## src/rtl/store_write_buffer_pkg.sv

```systemverilog
// mips_wb_defs: shared defaults and drain-FSM encoding for the store write buffer.
// Contents: WB_DEPTH/WB_AW/WB_DW parameter defaults, wb_state_t (IDLE, REQ).
package mips_wb_defs;
    localparam int WB_DEPTH = 4;
    localparam int WB_AW    = 32;
    localparam int WB_DW    = 32;
    typedef enum logic {IDLE = 1'b0, REQ = 1'b1} wb_state_t;
endpackage

```

## src/rtl/store_write_buffer_fifo.sv

```systemverilog
// wb_fifo: store storage array with pointers and occupancy count.
// Ports: clk, reset (async, active-high); push/pop requests (ignored when full/empty);
//        wr_addr/wr_data entry to append; full, empty, count status;
//        head_addr/head_data entry at rd_ptr.
// Optional (WB_COALESCE_EN): overwrite replaces tail data with wr_data; tail_addr exposes tail address.
module wb_fifo
    import mips_wb_defs::*;
#(
    parameter int DEPTH = WB_DEPTH,
    parameter int AW    = WB_AW,
    parameter int DW    = WB_DW
) (
    input  logic                     clk,
    input  logic                     reset,
    input  logic                     push,
    input  logic                     pop,
    input  logic [AW-1:0]            wr_addr,
    input  logic [DW-1:0]            wr_data,
`ifdef WB_COALESCE_EN
    input  logic                     overwrite,
    output logic [AW-1:0]            tail_addr,
`endif
    output logic                     full,
    output logic                     empty,
    output logic [$clog2(DEPTH):0]   count,
    output logic [AW-1:0]            head_addr,
    output logic [DW-1:0]            head_data
);
    localparam int PW = $clog2(DEPTH);
    logic [AW-1:0] addr_q [DEPTH];
    logic [DW-1:0] data_q [DEPTH];
    logic [PW-1:0] wr_ptr, rd_ptr;
    logic          do_push, do_pop;
    assign full      = count == (PW+1)'(DEPTH);
    assign empty     = count == '0;
    assign do_push   = push && !full;
    assign do_pop    = pop && !empty;
    assign head_addr = addr_q[rd_ptr];
    assign head_data = data_q[rd_ptr];
`ifdef WB_COALESCE_EN
    logic [PW-1:0] tail_ptr;
    assign tail_ptr  = wr_ptr - 1'b1;
    assign tail_addr = addr_q[tail_ptr];
`endif
    always_ff @(posedge clk or posedge reset) begin
        if (reset) begin
            wr_ptr <= '0;
            rd_ptr <= '0;
            count  <= '0;
            for (int i = 0; i < DEPTH; i++) begin
                addr_q[i] <= '0;
                data_q[i] <= '0;
            end
        end else begin
            if (do_push) begin
                addr_q[wr_ptr] <= wr_addr;
                data_q[wr_ptr] <= wr_data;
                wr_ptr         <= wr_ptr + 1'b1;
            end
`ifdef WB_COALESCE_EN
            if (overwrite)
                data_q[tail_ptr] <= wr_data;
`endif
            if (do_pop)
                rd_ptr <= rd_ptr + 1'b1;
            count <= count + (PW+1)'(do_push) - (PW+1)'(do_pop);
        end
    end
endmodule

```

## src/rtl/store_write_buffer.sv

```systemverilog
// store_write_buffer: buffers core stores in a FIFO and drains them to slow memory via req/ack.
// Ports: clk, reset (async, active-high); memwrite/dataadr/writedata core store port;
//        stall (buffer full, core holds store), empty, count; mem_req/mem_addr/mem_wdata
//        drain request carrying the head entry; mem_ack memory accepted the head this cycle.
// Macro WB_COALESCE_EN: a store hitting the tail address (tail not the in-flight head)
// merges its data into the tail instead of allocating, and is accepted even when full.
module store_write_buffer
    import mips_wb_defs::*;
#(
    parameter int DEPTH = WB_DEPTH,
    parameter int AW    = WB_AW,
    parameter int DW    = WB_DW
) (
    input  logic                     clk,
    input  logic                     reset,
    input  logic                     memwrite,
    input  logic [AW-1:0]            dataadr,
    input  logic [DW-1:0]            writedata,
    output logic                     stall,
    output logic                     empty,
    output logic [$clog2(DEPTH):0]   count,
    output logic                     mem_req,
    output logic [AW-1:0]            mem_addr,
    output logic [DW-1:0]            mem_wdata,
    input  logic                     mem_ack
);
    localparam int CW = $clog2(DEPTH) + 1;
    wb_state_t state, state_next;
    logic      full, push, pop;
    assign pop = (state == REQ) && mem_ack;
`ifdef WB_COALESCE_EN
    logic [AW-1:0] tail_addr;
    logic          coal;
    // with a single entry in REQ the tail is the head already on the bus, so it must not change
    assign coal  = memwrite && !empty && (dataadr == tail_addr) && !((state == REQ) && (count == CW'(1)));
    assign stall = full && !coal;
    assign push  = memwrite && !full && !coal;
`else
    assign stall = full;
    assign push  = memwrite && !full;
`endif
    wb_fifo #(.DEPTH(DEPTH), .AW(AW), .DW(DW)) u_fifo (
        .clk       (clk),
        .reset     (reset),
        .push      (push),
        .pop       (pop),
        .wr_addr   (dataadr),
        .wr_data   (writedata),
`ifdef WB_COALESCE_EN
        .overwrite (coal),
        .tail_addr (tail_addr),
`endif
        .full      (full),
        .empty     (empty),
        .count     (count),
        .head_addr (mem_addr),
        .head_data (mem_wdata)
    );
    always_ff @(posedge clk or posedge reset) begin
        if (reset)
            state <= IDLE;
        else
            state <= state_next;
    end
    // staying in REQ when another entry remains after the pop gives bubble-free drains
    always_comb begin
        state_next = state;
        mem_req    = state == REQ;
        state_next = (state == IDLE) ? (empty ? IDLE : REQ)
                   : (mem_ack && !(count > CW'(1)) && !push) ? IDLE : REQ;
    end
endmodule

```

## config.mk

```make
export PLATFORM = sky130hd
export DESIGN_NAME = store_write_buffer
export DESIGN_NICKNAME = d
export VERILOG_FILES = /design/src/rtl/store_write_buffer_pkg.sv /design/src/rtl/store_write_buffer_fifo.sv /design/src/rtl/store_write_buffer.sv
export SDC_FILE = /design/constraint.sdc
export NUM_CORES = 1
export LEC_CHECK = 0
export CORE_ASPECT_RATIO = 0.6
export CORE_MARGIN = 2
export CORE_UTILIZATION = 45
export CTS_BUF_LIST = sky130_fd_sc_hd__clkbuf_2
export CTS_CLUSTER_SIZE = 10
export DETAILED_ROUTE_END_ITERATION = 16
export GPL_ROUTABILITY_DRIVEN = 0
export HOLD_SLACK_MARGIN = 0.1
export PLACE_DENSITY = 0.79
export SYNTH_ARGS = -nofsm -noshare
export SYNTH_HDL_FRONTEND = slang
export SYNTH_SLANG_ARGS = --single-unit
export TNS_END_PERCENT = 20
```

## constraint.sdc

```tcl
create_clock -name clk -period 12.5 [get_ports clk]
set_clock_uncertainty 0.05 [all_clocks]
set_input_delay 2.5 -clock clk [delete_from_list [all_inputs] [get_ports clk]]
set_output_delay 2.5 -clock clk [all_outputs]
set_load 0.02 [all_outputs]
```

=== Yosys cells after proc, flatten, opt, wreduce, memory -nomap -nowiden ===
Cells that the tools add are included.

* Register bits after elaboration: 264
* Output and inout port bits: 70
* Bits in read-only memories: 0
* Word-level logic and storage cells: 48
* Memories kept: 0
* RAM bits: 0
* Bits of input ports: 68
* Latch bits: 0

* Bitwise logic cells: 2
* Reduce and logical (&&, ||, !) cells: 12
* Div/mod/pow operators: 0
* $add $sub $neg: 4
* Shift operators: 0
* Eq/ne operators: 1
* Order comparisons: 4
* Mux-type cells: 13
* $mul: 0

{| class="wikitable"
|+ Operator list
! kind !! number
|-
| 128-bit bitwise mux || 2
|-
| 32-bit 2-to-1 mux || 5
|-
| 32-bit binary-select mux with 2-bit select || 2
|-
| 32-bit demux with 2-bit select || 1
|-
| 1-bit logical AND || 7
|-
| 3-bit >= comparator, second input constant || 2
|-
| 2-bit inverter with 3-bit output || 2
|-
| 2-bit by 1-bit adder with 2-bit output, second input constant || 2
|-
| 1-bit logical NOT || 4
|-
| 3-bit by 1-bit adder with 3-bit output || 1
|-
| 3-bit equality test, second input constant || 1
|-
| 3-bit by 1-bit > comparator with 1-bit output, second input constant || 1
|-
| 3-bit logical NOT || 1
|-
| 3-bit by 1-bit < comparator with 1-bit output, second input constant || 1
|-
| 1-bit 2-to-1 mux || 3
|-
| 3-bit by 1-bit subtractor with 3-bit output || 1
|}

=== Longest topological paths before layout ===
* Word-level depth: 7
* Mapped depth: 7
* Mapped depth without buffers: 7

=== Modules after synthesis ===
From an unflattened synthesis, not the netlist that was laid out.

* Cells, all modules: 662
* Area total of the unflattened synthesis: 12,762.2 um^2

{| class="wikitable"
|+ By module, submodules not included
! module !! times used !! area an instance (um^2) !! cells an instance !! seq. area each (um^2)
|-
| wb_fifo || 1 || 12,692.2 || 655 || 6,581.3
|-
| store_write_buffer || 1 || 70.1 || 7 || 25.0
|}

=== Worst setup path before layout ===
Ideal clock, no wire load.

* Path type: reg-to-output
* Start point: reg u_fifo.rd_ptr[0]
* End point: out mem_addr[10]
* Arrival time: 1.506 ns
* Cell stages (with the launch flop): 3
* Setup slack: 8.444 ns
* Path buffers: 1
* Cell sequence: dfrtp_1 -> buf_1 -> mux4_2

* Longest elaborated chain between the ends: 4

{| class="wikitable"
|+ Ends and longest elaborated chain
! what !! line !! source
|-
| start, declared || store_write_buffer_fifo.sv:32 || <nowiki>logic [PW-1:0] wr_ptr, rd_ptr;</nowiki>
|-
| start signal, assigned || store_write_buffer_fifo.sv:65 || <nowiki>rd_ptr <= rd_ptr + 1'b1;</nowiki>
|-
| 2-bit inverter with 3-bit output (not written as such) || store_write_buffer_fifo.sv:38 || <nowiki>assign head_addr = addr_q[rd_ptr];</nowiki>
|-
| 32-bit binary-select mux with 2-bit select || store_write_buffer_fifo.sv:38 ||
|-
| 32-bit 2-to-1 mux (not written as such) (2 in series) || store_write_buffer_fifo.sv:38 ||
|-
| end, declared || store_write_buffer.sv:23 || <nowiki>output logic [AW-1:0] mem_addr,</nowiki>
|}

Every way passes these cells. The select of a mux whose other input is x is not followed.

=== Worst setup path after layout ===
* Start point: reg u_fifo.rd_ptr[0]
* End point: out mem_wdata[7]

* Longest elaborated chain between the ends: 4

{| class="wikitable"
|+ Ends and longest elaborated chain
! what !! line !! source
|-
| 2-bit inverter with 3-bit output (not written as such) || store_write_buffer_fifo.sv:39 || <nowiki>assign head_data = data_q[rd_ptr];</nowiki>
|-
| 32-bit binary-select mux with 2-bit select || store_write_buffer_fifo.sv:39 ||
|-
| 32-bit 2-to-1 mux (not written as such) (2 in series) || store_write_buffer_fifo.sv:39 ||
|-
| end, declared || store_write_buffer.sv:24 || <nowiki>output logic [DW-1:0] mem_wdata,</nowiki>
|}

Every way passes these cells. The select of a mux whose other input is x is not followed.

==> flow_summary.toml <==
[synth]
synth_area_leaders = "dfrtp_1, mux2_2, mux4_2"
netlist_area_um2 = 11600
synth_top_area_share_pct = 56.93
synthCells = 660
synth_cell_types = 20
synth.avg_cell_area_um2 = 17.58
synth-async-reset-ratio_pct = 100.0
ys_seq_elements = 264
ys_top_cells_by_count = "dfrtp_1, mux2_2, mux4_2"
synth-main-ff-cell = "dfrtp_1"
synth_edf_count = 0
yosysTopAreaCell = "dfrtp_1"
syn_nets = 736
yosysWarnings = 0
synthMostInstantiatedCell = "dfrtp_1"
yosysSeqAreaShare_pct = 56.93

[worst_setup_path]
reg2reg_depth = 4
worst_r2r_endpoint = "u_fifo.data_q[11]"
path_class = "flop to output pin"
start_kind = "flop"
worst-path-stages = 3
critPathMaxStageDelay_ps = 810
worst-endpoint-arrival_ps = 3630
r2r_slack_ps = 9980
cp_num_buf_inv = 2
crit_required_ps = 9950
slowest_stage = "dfrtp_4"
end_kind = "output pin"
r2r-start = "u_fifo.count[1]"
crit_path_cell_trace = "buf_4 > mux4_2 > clkdlybuf4s50_1"
path_max_fanout = 40
crit_family = "buffers and inverters"

[clock_tree]
cts_tree = "done"
cts_buffers = 59
post-cts-setup-buffers = 0
hold_buffers = 0
clk_latency_ps = 850
cts.sinks = 264
h-tree-depth = 2
cts_resized = 0
cts_root_buf = "clkbuf_2"
path_clk_slew_ps = 100
clock_path_buffers = 3

[timing]
fin_tns_setup_ps = 0
period_minus_slack_ps = 6178
tightest_slew_ps = 1058
maxSlewViolCount = 0
hold_viol = 0
fin_hold_ws_ps = 461.7
fmax_mhz = 161.9
slew-limit-headroom_pct = 29.49
min_period_over_period_pct = 49.43
setup_viol = 0
rsz0062_at_grt = "no"

[finish]
fill_cells = 2129
drive_above_1_share_pct = 49.37
utilization_pct = 53.69
area_growth_pct = 17.23
post-route-cell-area_um2 = 13600
nets = 904
layout.cells.non_filler = 1202
n_antenna_cell = 0

[routing]
viasPerCell = 5.354
vias = 6435
first_iter_violations = 332
drt_pass1_iterations = 4
drt-total-wl_um = 23710
post_drt_wl_per_cell_um = 19.72
ant_nets = 0
drcViolationCount = 0

[hold_path]
hp-start = "u_fifo.data_q[52]"
whs_endpoint = "u_fifo.data_q[52]"
hold_path_class = "flop to flop"
whs_path_depth = 1

[place]
place_area_um2 = 13090
dpl.hpwl_um = 14090
placedCellCount = 1096
portBuffers = 137

[global_routing]
grt_pass1_wl_um = 38900
grt_use_total_pct = 18.43
antenna_found_initial = 0
grt_max_degree = 100
grt_pass1_vias = 6991
grt_overflow = 0

[floorplan]
initial_core_util_pct = 45.80
io_pins = 138
die-width_um = 211.3
fp.coreArea_um2 = 25340
fp-row-count = 45
dieHeight_um = 128.4
fp.dieArea_um2 = 27130

[job]
drv_cap = 0

[power_and_ir_drop]
power.density_nw_per_um2 = 298.3
ir_drop_uv = 172.7
p_leak_nw = 5.647

[outcome]
outcome = "finished clean"
state kept, by name, indices dropped and copies added, names as in the netlist:
name           flops
u_fifo.addr_q    128
u_fifo.data_q    128
u_fifo.count       3
u_fifo.rd_ptr      2
u_fifo.wr_ptr      2
mem_req            1
area by class of cell:
cell class                 count  area (um2)  share of cell area [%]
clock inverter                14       53.80                  0.3955
sequential                   264        6611                   48.60
timing repair buffer         145        1431                   10.52
multi-input combinational    348        4591                   33.74
tap                          329       411.6                   3.026
clock buffer                  92       460.4                   3.385
inverter                      10       45.04                  0.3311
cells by family (layout without fill, tap and decap cells):
| logic type | count (synthesis) | count (layout) | share of synthesized area, % |
|---|---|---|---|
| muxes | 321 | 321 | 37.36 |
| DFF | 264 | 264 | 56.93 |
| buffers and inverters | 48 | 261 | 3.687 |
| adders and majority gates | 8 | 8 | 0.9272 |
| xor gates and xnor gates | 4 | 4 | 0.3019 |
| AOI/OAI and AO/OA | 2 | 2 | 0.1725 |
| and+or+nand+nor | 13 | 13 | 0.6253 |
per-stage QoR:
step	power, mW	worst slack [ps]
floorplan	2.881	2681
global placement	3.519	7148
detailed placement	3.570	7110
CTS	4.112	6083
global route	4.317	5954
finish	4.059	6322
power by group:
part | switching [mW] | internal, mW
clock | 0.332 | 0.193
sequential | 0.279 | 1.29
combinational | 0.808 | 1.15
total | 1.42 | 2.64
metal layers:
metal  vias to the layer above  routed length, um  global-route usage (%)
li1                       2845                  -                       -
met1                      3413              11770                   27.35
met2                       144              10210                   26.32
met3                        33               1416                   5.541
met4                         0                311                   5.468
met5                         -                  0                       0
worst max path at each step:
stage                startpoint            to  slack, ps
6_report       u_fifo.rd_ptr[0]  mem_wdata[7]       6320
5_1_grt        u_fifo.rd_ptr[0]   mem_addr[4]       5950
4_1_cts        u_fifo.rd_ptr[0]  mem_wdata[7]       6080
3_5_place_dp   u_fifo.rd_ptr[0]  mem_wdata[7]       7110
3_3_place_gp   u_fifo.rd_ptr[0]   mem_addr[4]       7150
2_1_floorplan             reset       mem_req       2680
placed cells by master, fill, tap and decap left out:
cell / instances
clkinv_1: 13
nor3_1: 1
nand3_1: 1
clkinv_2: 1
inv_8: 1
nor3b_2: 1
o311a_2: 1
inv_1: 9
xor2_1: 2
mux2_2: 257
clkbuf_2: 92
ha_1: 7
xnor2_1: 2
nor2b_1: 1
a2bb2oi_1: 1
fa_1: 1
buf_4: 8
nor2_4: 4
dfrtp_2: 1
dfrtp_1: 262
dfrtp_4: 1
nand2_1: 5
clkdlybuf4s50_1: 137
mux4_2: 64
Power figures use the tool's default switching activity.
